### src/rtl/mmio_gpio_bank_if.sv
// Processor io bus as seen by a memory-mapped peripheral.
// The master drives address, data and strobes; the slave returns combinational read data.
interface mmio_gpio_bank_if;
  logic [31:0] io_addr;
  logic [31:0] io_wr_val;
  logic        io_write_en;
  logic        io_read_en;
  logic        io_data_size;
  logic [31:0] io_rd_val;

  modport master (
    output io_addr, io_wr_val, io_write_en, io_read_en, io_data_size,
    input  io_rd_val
  );

  modport slave (
    input  io_addr, io_wr_val, io_write_en, io_read_en, io_data_size,
    output io_rd_val
  );
endinterface

### src/rtl/mmio_gpio_bank.sv
// Memory-mapped GPIO bank: debounced inputs with sticky rising-edge flags and an interrupt,
// plus an output register with atomic set/clear/toggle aliases.
module mmio_gpio_bank #(
  parameter logic [31:0] BASE_ADDR       = 32'h0002_0000,
  parameter int          N_IN            = 16,
  parameter int          N_OUT           = 16,
  parameter int          SYNC_STAGES     = 2,
  parameter int          DEBOUNCE_CYCLES = 8
) (
  input  logic              clk,
  input  logic              rst,
  mmio_gpio_bank_if.slave   io,
  input  logic [N_IN-1:0]   in_pins,
  output logic [N_OUT-1:0]  out_pins,
  output logic              irq
);

  localparam int            CW       = $clog2(DEBOUNCE_CYCLES + 1);
  localparam logic [CW-1:0] CNT_LAST = CW'(DEBOUNCE_CYCLES - 1);

  logic hit_in, hit_out, hit_set, hit_clr, hit_tgl, hit_edge, hit_en;

  assign hit_in   = (io.io_addr == BASE_ADDR);
  assign hit_out  = (io.io_addr == BASE_ADDR + 32'h04);
  assign hit_set  = (io.io_addr == BASE_ADDR + 32'h08);
  assign hit_clr  = (io.io_addr == BASE_ADDR + 32'h0C);
  assign hit_tgl  = (io.io_addr == BASE_ADDR + 32'h10);
  assign hit_edge = (io.io_addr == BASE_ADDR + 32'h14);
  assign hit_en   = (io.io_addr == BASE_ADDR + 32'h18);

  logic [N_OUT-1:0] out_reg;
  logic [N_IN-1:0]  edge_reg;
  logic [N_IN-1:0]  edge_en;
  logic [N_IN-1:0]  stable;
  logic [N_IN-1:0]  sync;
  logic [N_IN-1:0]  rise;
  logic [N_IN-1:0]  w1c_mask;
  logic [N_IN-1:0]  sync_ff [SYNC_STAGES];
  logic [CW-1:0]    cnt     [N_IN];
  logic [N_OUT-1:0] wr_out;
  logic [N_IN-1:0]  wr_in;
  logic [31:0]      rd_val;

  // Size (io_data_size) is irrelevant because every access is a full word.
  logic unused_ok;
  assign unused_ok = ^{io.io_data_size, io.io_wr_val};

  assign wr_out = io.io_wr_val[N_OUT-1:0];
  assign wr_in  = io.io_wr_val[N_IN-1:0];
  assign sync   = sync_ff[SYNC_STAGES-1];

  always_ff @(posedge clk or posedge rst) begin
    if (rst) begin
      for (int s = 0; s < SYNC_STAGES; s++) sync_ff[s] <= '0;
    end else begin
      sync_ff[0] <= in_pins;
      for (int s = 1; s < SYNC_STAGES; s++) sync_ff[s] <= sync_ff[s-1];
    end
  end

  // A bit is accepted only after DEBOUNCE_CYCLES consecutive disagreeing samples.
  always_comb begin
    rise = '0;
    for (int i = 0; i < N_IN; i++)
      rise[i] = sync[i] & ~stable[i] & (cnt[i] == CNT_LAST);
  end

  always_ff @(posedge clk or posedge rst) begin
    if (rst) begin
      stable <= '0;
      for (int i = 0; i < N_IN; i++) cnt[i] <= '0;
    end else begin
      for (int i = 0; i < N_IN; i++) begin
        if (sync[i] == stable[i]) begin
          cnt[i] <= '0;
        end else if (cnt[i] == CNT_LAST) begin
          stable[i] <= sync[i];
          cnt[i]    <= '0;
        end else begin
          cnt[i] <= cnt[i] + CW'(1);
        end
      end
    end
  end

  assign w1c_mask = (io.io_write_en && hit_edge) ? wr_in : '0;

  // A new rising edge is OR-ed in after the W1C so a same-cycle set survives the clear.
  always_ff @(posedge clk or posedge rst) begin
    if (rst) begin
      out_reg  <= '0;
      edge_reg <= '0;
      edge_en  <= '0;
      irq      <= 1'b0;
    end else begin
      irq      <= |(edge_reg & edge_en);
      edge_reg <= (edge_reg & ~w1c_mask) | rise;
      if (io.io_write_en) begin
        if (hit_out) out_reg <= wr_out;
        if (hit_set) out_reg <= out_reg | wr_out;
        if (hit_clr) out_reg <= out_reg & ~wr_out;
        if (hit_tgl) out_reg <= out_reg ^ wr_out;
        if (hit_en)  edge_en <= wr_in;
      end
    end
  end

  always_comb begin
    rd_val = '0;
    if (io.io_read_en) begin
      if (hit_in)   rd_val = 32'(stable);
      if (hit_out)  rd_val = 32'(out_reg);
      if (hit_edge) rd_val = 32'(edge_reg);
      if (hit_en)   rd_val = 32'(edge_en);
    end
  end

  assign io.io_rd_val = rd_val;
  assign out_pins     = out_reg;

endmodule

### src/flat_wrapper.sv
// flat-port wrapper written by rule: the top's interface ports become plain ports
module mmio_gpio_bank_flat 
#(
  parameter logic [31:0] BASE_ADDR       = 32'h0002_0000,
  parameter int          N_IN            = 16,
  parameter int          N_OUT           = 16,
  parameter int          SYNC_STAGES     = 2,
  parameter int          DEBOUNCE_CYCLES = 8
)
  (clk, rst, in_pins, out_pins, irq, io_io_addr, io_io_wr_val, io_io_write_en, io_io_read_en, io_io_data_size, io_io_rd_val);
  mmio_gpio_bank_if io_i ();
  input  logic clk;
  input  logic rst;
  input  logic [N_IN-1:0] in_pins;
  output logic [N_OUT-1:0] out_pins;
  output logic irq;
  input wire logic [$bits(io_i.io_addr)-1:0] io_io_addr;
  input wire logic [$bits(io_i.io_wr_val)-1:0] io_io_wr_val;
  input wire logic [$bits(io_i.io_write_en)-1:0] io_io_write_en;
  input wire logic [$bits(io_i.io_read_en)-1:0] io_io_read_en;
  input wire logic [$bits(io_i.io_data_size)-1:0] io_io_data_size;
  output wire logic [$bits(io_i.io_rd_val)-1:0] io_io_rd_val;
  assign io_i.io_addr = io_io_addr;
  assign io_i.io_wr_val = io_io_wr_val;
  assign io_i.io_write_en = io_io_write_en;
  assign io_i.io_read_en = io_io_read_en;
  assign io_i.io_data_size = io_io_data_size;
  assign io_io_rd_val = io_i.io_rd_val;
  mmio_gpio_bank #(.BASE_ADDR(BASE_ADDR), .N_IN(N_IN), .N_OUT(N_OUT), .SYNC_STAGES(SYNC_STAGES), .DEBOUNCE_CYCLES(DEBOUNCE_CYCLES)) u_core (.clk(clk), .rst(rst), .io(io_i), .in_pins(in_pins), .out_pins(out_pins), .irq(irq));
endmodule
### config.mk
export PLATFORM = sky130hd
export DESIGN_NAME = mmio_gpio_bank_flat
export DESIGN_NICKNAME = d
export VERILOG_FILES = /design/src/rtl/mmio_gpio_bank_if.sv /design/src/rtl/mmio_gpio_bank.sv /design/src/flat_wrapper.sv
export SDC_FILE = /design/constraint.sdc
export NUM_CORES = 1
export LEC_CHECK = 0
export BUFFER_PORTS_ARGS = -buffer_cell sky130_fd_sc_hd__buf_4
export CAP_MARGIN = 20
export CORE_MARGIN = 5
export CORE_UTILIZATION = 38
export CTS_BUF_LIST = sky130_fd_sc_hd__clkbuf_16
export DETAILED_ROUTE_END_ITERATION = 6
export GPL_TIMING_DRIVEN = 0
export PLACE_DENSITY = 0.54
export SETUP_SLACK_MARGIN = 0.05
export SYNTH_ARGS = -nofsm -noshare
export SYNTH_HDL_FRONTEND = slang
export SYNTH_SLANG_ARGS = --single-unit
export TNS_END_PERCENT = 1
### constraint.sdc
create_clock -name clk -period 8.57 [get_ports clk]
set_input_delay 1.2855 -clock clk [delete_from_list [all_inputs] [get_ports clk]]
set_output_delay 1.2855 -clock clk [all_outputs]
set_load 0.005 [all_outputs]
-- Yosys cells after proc, flatten, opt, wreduce, memory -nomap -nowiden
Cells that the tools add are included.
Widths: inputs -> output; s select.
- register bits: 161
- add/subtract/negate cells: 16
- eq/ne operators: 39
- muxes and demuxes: 42
- bitwise logic cells: 72
- reductions and logical operators: 21
- operators with widths (cell ; number):
    $eq 32x18->1 const B ; 7
    $mux 16 ; 9
    $mux 4 ; 32
    $add 4x1->4 const B ; 16
    $eq 4x3->1 const B ; 16
    $and 16x16->16 ; 3
    $reduce_and 2->1 ; 18
    $and 1x1->1 ; 32
    $mux 32 ; 1
    $not 1->1 ; 32
    $not 16->16 ; 2
    $or 16x16->16 ; 2
    $eq 1x1->1 ; 16
    $reduce_or 16->1 ; 1
    $xor 16x16->16 ; 1
    $reduce_bool 4->1 ; 1
    $logic_and 1x1->1 ; 1

-- Depth between registers and ports, before layout
Gate-level depths: netlist of run 1.
- depth in word-level cells: 6
- gate-level depth with buffers: 7
- mapped depth without buffers: 7

-- Worst setup path after synthesis of run 1
Ideal clock, no wire load.
- path type: input to output
- start: in io_io_addr[8]
- end: out io_io_rd_val[11]
- arrival: 2.775 ns
- slack: 4.509 ns
- cell stages on the path: 6
- cells stage by stage: nor4_1 > nand2_1 > or4b_4 > buf_2 > o21ai_1 > nor2_1
- word-level cells in the longest chain between the ends: 6
- elaborated cells on any way between the ends: 9
- RTL lines (element ; line ; source):
    from (decl) ; flat_wrapper.sv:17 ; input wire logic [$bits(io_i.io_addr)-1:0] io_io_addr;
    $eq 32x18->1 ; mmio_gpio_bank.sv:23 ; assign hit_in = (io.io_addr == BASE_ADDR);
    $mux 16 ; mmio_gpio_bank.sv:111 ; if (hit_in) rd_val = 32'(stable);
    $mux 16 ; mmio_gpio_bank.sv:112 ; if (hit_out) rd_val = 32'(out_reg);
    $mux 16 ; mmio_gpio_bank.sv:113 ; if (hit_edge) rd_val = 32'(edge_reg);
    $mux 16 (*) ; mmio_gpio_bank.sv:114 ; if (hit_en) rd_val = 32'(edge_en);
    $mux 32 (*) ; mmio_gpio_bank.sv:110 ; if (io.io_read_en) begin
    to (decl) ; flat_wrapper.sv:22 ; output wire logic [$bits(io_i.io_rd_val)-1:0] io_io_rd_val;
Mark *: on every way between the ends. The rest lies on a longest branch, timed or not.

-- Final worst setup path of run 1
- start: in io_io_addr[8]
- end: out io_io_rd_val[5]
Same word-level chain as after synthesis.

==> impl_metrics.yaml, run 1 <==
status:
  outcome: "finished clean"
route:
  drt-total-wl_um: 20940
  ant_nets: 0
  wl_per_cell_um: 17.39
  drtIter0Drc: 409
  firstDrtPassIters: 5
  drc: 0
  viasPerCell: 5.192
  vias: 6251
power_and_ir_drop:
  power.density_nw_per_um2: 205.0
  p_int_mw: 1.471
  p_sw_share_pct: 28.37
  power_switching_mw: 0.5824
  ir_worst_vdd_v: 0.0001561
  seq_power_share_pct: 47.4
  leakagePower_nw: 4.713
  clkPwrFrac_pct: 38.1
  p_comb_share_pct: 14.5
synthesis:
  yosysSeqAreaShare_pct: 48.97
  synth_seq_cells: 161
  synth-async-reset-ratio_pct: 100.0
  synth.distinct_cells: 50
  ys_top_cells_by_area: "dfrtp_1 49%, ha_1 9.7%, nor2_1 2.9%"
  synth_top_cell_area_share_pct: 48.97
  ys.flop_type: "dfrtp_1"
  synth_edf_count: 0
  yosysWarnings: 0
  synth_area_um2: 8228
  syn_inst: 781
  synth_area_per_cell_um2: 10.54
  yosysTopAreaCell: "dfrtp_1"
setup_path:
  cpMostUsedCell: "buf_4"
  rr_endpoint: "u_core.stable[7]$_DFFE_PP0P_"
  worstSetupPathDepth: 8
  crit_path_top_delay_cell: "nor4_4"
  rr_startpoint: "u_core.stable[7]$_DFFE_PP0P_"
  cp_max_fo: 10
  crit_type: "in2out"
  worstPathArrival_ns: 3.55
  crit_path_end: "io_io_rd_val[5]"
  crit_chain: "buf_4, nor4_1, nand2_1, nor4_4, buf_2, a22oi_1, nor2_1, buf_4"
  worstSetupStartpoint: "io_io_addr[8]"
  path_buf_inv: 3
  required_ns: 7.28
  cp-start-kind: "input port"
  slowest_delay_ns: 0.66
  cp_top_family: "simple AND/OR/NAND/NOR gates"
  r2r_setup_slack_ns: 7.12
  critPathCaptureType: "output pin"
  ff2ff_path_depth: 4
sta:
  holdWs_ns: 0.3486
  period_needed_ns: 4.835
  drv_slew: 0
  grt_setup_unrepaired: "false"
  skew_ns: 0.01033
  clock.fmax_ghz: 0.2068
  relSlewSlack_pct: 43.83
  setup_violations: 0
  min_period_over_period_pct: 56.42
  worst_pin_slew_ns: 0.8379
  finalHoldViolations: 0
  final.setup.tns_ns: 0
global_route:
  grt.overflow.total: 0
  antenna_found_initial: 0
  grt_start_max_net_pins: 96
  grt_pass1_wl_um: 33670
  grt_usage_pct: 17.54
  first_global_vias: 6092
clocking:
  clock_sinks: 161
  cts_made_buffers: 17
  ctsHoldBuffers: 0
  cts_resized: 0
  clk_pin_slew_ns: 0.06
  cts_tree: "done"
  cts_buffer_depth: 2
  post_cts_buffers: 0
  clock_latency_ns: 0.43
  ctsHtreeMaxLevel: 4
  root_buffer: "clkbuf_16"
worst_hold_path:
  worst_hold_path_type: "reg2reg"
finish:
  finish.instance_area_um2: 10020
  top_register: "u_core.cnt"
  multiInputGateArea_um2: 3789
  n_antenna_cell: 0
  drive_gt1_share_pct: 19.91
  final-seq-area_um2: 4029
  nNetsFinal: 1065
  nFillCells: 2001
  syn_to_final_growth_pct: 21.75
  largest_reg_flops: 64
floorplanning:
  die_area_um2: 24690
  io_pins: 134
  die_y_um: 157.1
  core_um2: 21150
  core.rowCount: 53
  start_util_pct: 38.90
  die_w_um: 157.1
run:
  cap_violations: 0
placed_design:
  post-dp-hpwl_um: 15020
  io_buffers: 100
  gp_congestion: 0.8111
  dpl_cell_area_um2: 9414
-- routing by layer --
layer  routed length [µm]  share of wire (%)  global-route usage [%]  vias up
met3                 1473                7.0                   4.564       26
met5                    0                  0                       0        -
met4                  337                1.6                   4.506        0
met2                 9687                 46                   27.68      182
met1                 9444                 45                   24.24     3026
li1                     -                  -                       -     3017
-- how the worst min path moves through the flow --
stage	startpoint	endpoint	slack [ns]	cells after the start
3_3_place_gp	u_core.sync_ff[16]$_DFF_PP0_	u_core.sync[0]$_DFF_PP0_	0.33	0
2_1_floorplan	u_core.sync_ff[16]$_DFF_PP0_	u_core.sync[0]$_DFF_PP0_	0.33	0
6_report	u_core.sync_ff[25]$_DFF_PP0_	u_core.sync[9]$_DFF_PP0_	0.35	0
4_1_cts	u_core.sync_ff[22]$_DFF_PP0_	u_core.sync[6]$_DFF_PP0_	0.35	0
5_1_grt	u_core.sync_ff[29]$_DFF_PP0_	u_core.sync[13]$_DFF_PP0_	0.36	0
3_5_place_dp	u_core.sync_ff[22]$_DFF_PP0_	u_core.sync[6]$_DFF_PP0_	0.33	0
-- layout by cell type, fill, tap and decap left out, types with 4 or more instances in the layout --
cell / instances
and3b_1: 15
nor3_1: 35
mux2_2: 9
inv_1: 56
inv_6: 4
a22o_1: 20
nand2_1: 49
a31oi_1: 17
clkbuf_1: 15
mux2i_1: 6
conb_1: 16
nor2b_1: 31
a221oi_1: 4
a2bb2oi_1: 15
nand3_1: 19
o22ai_1: 15
buf_4: 117
a21oi_1: 25
nor2_1: 63
o21ai_0: 24
o21ai_1: 20
buf_2: 7
o2bb2ai_1: 16
xnor2_1: 17
mux2_1: 10
nor4_4: 6
a22oi_1: 16
ha_1: 64
dfrtp_1: 161
clkbuf_16: 17
-- synthesized netlist by cell type (7+ instances only) --
| master | n |
|---|---|
| dfrtp_1 | 161 |
| o22ai_1 | 15 |
| buf_4 | 17 |
| nand2_1 | 49 |
| xnor2_1 | 17 |
| a22o_1 | 20 |
| buf_2 | 7 |
| clkbuf_1 | 15 |
| o21ai_0 | 24 |
| and3b_1 | 15 |
| ha_1 | 64 |
| o2bb2ai_1 | 16 |
| mux2_2 | 9 |
| a21oi_1 | 25 |
| inv_1 | 57 |
| mux2_1 | 10 |
| nand3_1 | 19 |
| a2bb2oi_1 | 15 |
| a22oi_1 | 16 |
| nor2b_1 | 31 |
| o21ai_1 | 20 |
| nor2_1 | 63 |
| a31oi_1 | 17 |
| nor3_1 | 35 |
-- power groups by stage --
stage	logic (mW)	clock network, mW	registers (mW)
6_report	0.297	0.782	0.973
5_1_grt	0.349	0.836	0.989
4_1_cts	0.304	0.809	0.973
3_5_place_dp	0.302	0	0.985
3_3_place_gp	0.294	0	0.986
2_1_floorplan	0.222	0	0.954
-- stage by stage --
stage	setup WS (ns)	std cells	utilization, %	power (mW)
after detailed placement	3.757	1172	44.50	1.287
final	3.735	1204	47.35	2.053
after floorplan	2.936	796	-	1.176
after CTS	3.751	1204	47.35	2.086
after global routing	3.516	1204	47.35	2.174
after global placement	0.7628	1171	44.34	1.280
-- cell type report --
class / instances / share of cell area, %
Sequential cell: 161 / 40.22
Buffer: 43 / 2.486
Inverter: 58 / 2.248
Multi-Input combinational cell: 534 / 37.82
Tap cell: 275 / 3.435
Clock buffer: 17 / 4.247
Clock inverter: 15 / 1.774
Timing Repair Buffer: 101 / 7.769
-- cells by family (layout without fill, tap and decap cells) --
logic type,Yosys count,after routing,synth area share [%]
multiplexers,25,25,3.330
XOR/XNOR,17,17,1.810
AO/OA/AOI/OAI,176,176,14.45
adder cells (fa/ha/maj),64,64,9.732
AND/OR/NAND/NOR,236,236,16.00
flip-flops,161,161,48.97
other,1,16,0.04558
buffers and inverters,101,234,5.672
(Power assumes the default switching activity.)
==> inputs of run 2 (changes only) <==
==> constraint.sdc (replaced) <==
create_clock -name clk -period 4.55 [get_ports clk]
set_input_delay 0.6825 -clock clk [delete_from_list [all_inputs] [get_ports clk]]
set_output_delay 0.6825 -clock clk [all_outputs]
set_load 0.005 [all_outputs]
==> impl_metrics.yaml, run 2 (synthesis gave the netlist of run 1 again) <==
sta:
  relSlewSlack_pct: 41.87
  period_needed_ns: 3.671
  grt_setup_unrepaired: "false"
  worst_pin_slew_ns: 0.8673
  finalHoldViolations: 0
  drv_slew: 0
  fin_ws_ns: 0.8786
  final.setup.tns_ns: 0
  skew_ns: 0.01136
  setup_violations: 0
  min_period_over_period_pct: 80.69
  clock.fmax_ghz: 0.2724
global_route:
  grt.overflow.total: 0
  first_global_vias: 5914
  grt_pass1_wl_um: 32830
  antenna_found_initial: 0
  grt_usage_pct: 17.19
  grt_start_max_net_pins: 38
floorplanning:
  io_pins: 134
  die_y_um: 157.1
  core.rowCount: 53
  core_um2: 21150
  start_util_pct: 38.90
  die_area_um2: 24690
  die_w_um: 157.1
clocking:
  clock_sinks: 161
  ctsHtreeMaxLevel: 4
  cts_resized: 0
  cts_buffer_depth: 2
  post_cts_buffers: 0
  cts_tree: "done"
  ctsHoldBuffers: 0
  clock_latency_ns: 0.43
  root_buffer: "clkbuf_16"
  cts_made_buffers: 17
  clk_pin_slew_ns: 0.07
power_and_ir_drop:
  p_int_mw: 2.648
  leakagePower_nw: 4.697
  ir_worst_vdd_v: 0.0002663
  power.density_nw_per_um2: 371.7
  p_sw_share_pct: 28.78
  p_comb_share_pct: 15.1
  seq_power_share_pct: 49.3
  clkPwrFrac_pct: 35.6
  power_switching_mw: 1.070
setup_path:
  crit_type: "in2out"
  rr_endpoint: "u_core.stable[15]$_DFFE_PP0P_"
  cp-start-kind: "input port"
  cp_max_fo: 10
  worstPathArrival_ns: 2.99
  r2r_setup_slack_ns: 3.09
  required_ns: 3.87
  critPathCaptureType: "output pin"
  rr_startpoint: "u_core.stable[15]$_DFFE_PP0P_"
  ff2ff_path_depth: 4
route:
  firstDrtPassIters: 5
  wl_per_cell_um: 17.10
  viasPerCell: 5.114
  drc: 0
  drt-total-wl_um: 20640
  ant_nets: 0
  vias: 6173
  drtIter0Drc: 347
worst_hold_path:
  hold_end: "u_core.sync[6]$_DFF_PP0_"
  min-delay-start: "u_core.sync_ff[22]$_DFF_PP0_"
  min_path_cells: 0
  worst_hold_path_type: "reg2reg"
status:
  outcome: "finished clean"
finish:
  nNetsFinal: 1068
  n_antenna_cell: 0
  nFillCells: 1972
  final_cell_mix: "161 x dfrtp_1, 117 x buf_4, 64 x ha_1, 63 x nor2_1, 57 x inv_1"
  drive_gt1_share_pct: 19.96
  multiInputGateArea_um2: 3789
  largest_reg_flops: 64
  final_common_cell: "dfrtp_1"
  top_register: "u_core.cnt"
  final-seq-area_um2: 4029
  syn_to_final_growth_pct: 21.55
placed_design:
  place_ws_ns: 0.9195
  post-dp-hpwl_um: 15020
  gp_congestion: 0.8067
  io_buffers: 100
run:
  cap_violations: 0
==> run 2: cell types whose count changed in the layout (fill, tap and decap cells not counted), sizes merged <==
cell / previous run / this run
clkinv: 7 / 9
clkinvlp: 1 / 4
buf: 129 / 132
inv: 63 / 60
bufinv: 2 / 0
==> run 2: critical path: stages <==
cell     delay, ns
buf_4         0.11
nor4_1        0.28
nand2_1       0.33
nor4_4        0.67
buf_2         0.37
a22oi_1       0.13
nor2_1        0.26
buf_4         0.16
==> run 2: per-layer routing <==
layer	track usage (%)	part of all wire, %	vias up
met1	23.95	47	2970
met5	0	0	-
met4	5.162	1.7	0
met3	4.124	6.1	26
li1	-	-	3026
met2	26.80	45	151
==> run 2: power by group through the flow <==
| stage | Combinational (mW) | Clock [mW] | Sequential, mW |
|---|---|---|---|
| global placement | 0.557 | 0 | 1.86 |
| finish | 0.562 | 1.32 | 1.83 |
| floorplan | 0.419 | 0 | 1.80 |
| detailed placement | 0.570 | 0 | 1.85 |
| CTS | 0.574 | 1.36 | 1.83 |
| global route | 0.659 | 1.42 | 1.86 |
==> run 2: worst max-delay path by stage <==
stage	end	slack (ns)	from
CTS	io_io_rd_val[8]	0.91	io_io_addr[8]
detailed placement	io_io_rd_val[8]	0.92	io_io_addr[8]
global placement	u_core.cnt[7]$_DFF_PP0_	0.67	rst
global route	io_io_rd_val[9]	0.65	io_io_addr[8]
floorplan	io_io_rd_val[11]	1.70	io_io_addr[8]
finish	io_io_rd_val[9]	0.88	io_io_addr[8]
==> run 2: metrics by stage <==
step                std cells  utilization [%]  hold slack [ns]  cell area (µm²)  total power [mW]
CTS                      1207            47.28           0.3371            10000             3.765
global placement         1171            44.35           0.3317             9383             2.415
global route             1207            47.28           0.3339            10000             3.937
detailed placement       1175            44.73           0.3355             9463             2.424
floorplan                 796                -           0.3312             8288             2.215
finish                   1207            47.28           0.3454            10000             3.718
==> run 2: layout make-up <==
| type | count | share of cell area (%) |
|---|---|---|
| inverter | 58 | 2.214 |
| timing repair buffer | 104 | 8.307 |
| clock inverter | 15 | 1.126 |
| clock buffer | 17 | 4.254 |
| multi-input combinational | 534 | 37.88 |
| tap | 275 | 3.441 |
| sequential | 161 | 40.29 |
| buffer | 43 | 2.490 |
==> inputs of run 3 (changes only) <==
--- a/config.mk
+++ b/config.mk
@@ -12,7 +12,7 @@
 export CTS_BUF_LIST = sky130_fd_sc_hd__clkbuf_16
 export DETAILED_ROUTE_END_ITERATION = 6
 export GPL_TIMING_DRIVEN = 0
-export PLACE_DENSITY = 0.54
+export PLACE_DENSITY = 0.57
 export SETUP_SLACK_MARGIN = 0.05
 export SYNTH_ARGS = -nofsm -noshare
 export SYNTH_HDL_FRONTEND = slang
==> constraint.sdc (replaced) <==
create_clock -name clk -period 3.2 [get_ports clk]
set_input_delay 0.48 -clock clk [delete_from_list [all_inputs] [get_ports clk]]
set_output_delay 0.48 -clock clk [all_outputs]
set_load 0.005 [all_outputs]
==> impl_metrics.yaml, run 3 (synthesis gave the netlist of run 1 again) <==
finish:
  finish.instance_area_um2: 10030
  syn_to_final_growth_pct: 21.94
  drive_gt1_share_pct: 20.58
  n_antenna_cell: 0
  fin_util_pct: 47.43
  final_common_cell: "dfrtp_1"
  top_register: "u_core.cnt"
  nFillCells: 1994
  largest_reg_flops: 64
  final_cell_mix: "161 x dfrtp_1, 119 x buf_4, 64 x ha_1, 62 x nor2_1, 57 x inv_1"
  nNetsFinal: 1069
placed_design:
  dpl_cell_area_um2: 9463
  post-dp-hpwl_um: 15230
  io_buffers: 100
  gp_congestion: 0.8288
route:
  ant_nets: 0
  drc: 0
  vias: 6150
  viasPerCell: 5.091
  drtIter0Drc: 284
  drt-total-wl_um: 20690
  wl_per_cell_um: 17.13
  firstDrtPassIters: 6
floorplanning:
  core.rowCount: 53
  start_util_pct: 38.90
  die_area_um2: 24690
  core_um2: 21150
  die_w_um: 157.1
  die_y_um: 157.1
  io_pins: 134
setup_path:
  slowest_delay_ns: 0.58
  critPathCaptureType: "output pin"
  cp-start-kind: "input port"
  ff2ff_path_depth: 4
  crit_path_top_delay_cell: "or4b_4"
  r2r_setup_slack_ns: 1.75
  crit_type: "in2out"
  rr_startpoint: "u_core.stable[15]$_DFFE_PP0P_"
  crit_chain: "buf_4, nor3_4, nand2_1, buf_2, or4b_4, buf_2, o21ai_1, nor2_1, buf_4"
  cp_max_fo: 10
  required_ns: 2.72
  rr_endpoint: "u_core.stable[15]$_DFFE_PP0P_"
  worstPathArrival_ns: 2.53
power_and_ir_drop:
  leakagePower_nw: 4.728
  ir_worst_vdd_v: 0.0002942
  power.density_nw_per_um2: 532.6
global_route:
  first_global_vias: 6021
  grt_usage_pct: 17.39
  grt_pass1_wl_um: 33290
  grt_start_max_net_pins: 42
  antenna_found_initial: 0
  grt.overflow.total: 0
sta:
  period_needed_ns: 3.009
  min_period_over_period_pct: 94.03
  holdWs_ns: 0.1024
  skew_ns: 0.01005
  drv_slew: 0
  worst_pin_slew_ns: 0.9113
  setup_violations: 0
  relSlewSlack_pct: 38.92
  clock.fmax_ghz: 0.3323
  grt_setup_unrepaired: "false"
  finalHoldViolations: 0
clocking:
  ctsHtreeMaxLevel: 4
  root_buffer: "clkbuf_16"
  cts_made_buffers: 17
  clock_latency_ns: 0.43
  cts_buffer_depth: 2
  clock_sinks: 161
  cts_tree: "done"
  clk_pin_slew_ns: 0.07
  ctsHoldBuffers: 0
worst_hold_path:
  worst_hold_path_type: "in2async"
run:
  cap_violations: 0
status:
  outcome: "finished clean"
run 3: metrics by stage:
stage / worst slack, ns / setup TNS (ns) / power, mW / std cells
detailed placement: -0.04333 / -0.1389 / 3.451 / 1175
CTS: 0.06507 / 0 / 5.399 / 1208
global placement: -0.4747 / -74.30 / 3.425 / 1171
finish: 0.1910 / 0 / 5.344 / 1208
global route: 0.05890 / 0 / 5.666 / 1208
floorplan: 0.6772 / 0 / 3.150 / 796
run 3: area by class of cell:
| type | count | area [µm²] | share of cell area, % |
|---|---|---|---|
| multi-input cells | 534 | 3794 | 37.81 |
| clock inverters | 15 | 127.6 | 1.272 |
| plain buffers | 42 | 246.5 | 2.457 |
| well taps | 275 | 344.1 | 3.429 |
| inverters | 58 | 221.5 | 2.207 |
| flip-flops and latches | 161 | 4029 | 40.15 |
| clock buffers | 17 | 425.4 | 4.240 |
| repair buffers | 106 | 845.8 | 8.430 |
run 3: routing by layer:
layer	global-route usage [%]	part of all wire, %
met4	5.531	1.7
met3	4.152	6.3
met1	23.84	46
met2	27.41	46
met5	0	0
run 3: how the worst max path moves through the flow:
stage,start,end,cells past startpoint
finish,io_io_addr[15],io_io_rd_val[2],9
global route,io_io_addr[2],io_io_rd_val[5],8
CTS,io_io_addr[1],io_io_rd_val[11],9
detailed placement,io_io_addr[8],io_io_rd_val[9],8
global placement,rst,u_core.sync[12]$_DFF_PP0_,2
floorplan,rst,u_core.cnt[0]$_DFF_PP0_,1
run 3: what timing repair did:
item                       CTS  global route
pin swaps                    1             1
buffers inserted             1             1
gates resized for setup      0             4
hold endpoints to repair     0             0
gates cloned                 0             0
setup endpoints to repair    7            15
run 3: critical path, delay by kind of cell:
kind / cells / cell delay [ns]
compound gates: 1 / 0.19
buf+inv: 4 / 0.74
simple gates: 4 / 1.12
run 3: power by group:
group | leakage, nW | internal (mW) | total (mW) | switching (mW)
Clock | 0.277 | 1.02 | 1.93 | 0.911
Combinational | 2.33 | 0.419 | 0.807 | 0.388
Sequential | 2.12 | 2.35 | 2.60 | 0.255
Total | 4.73 | 3.79 | 5.34 | 1.55
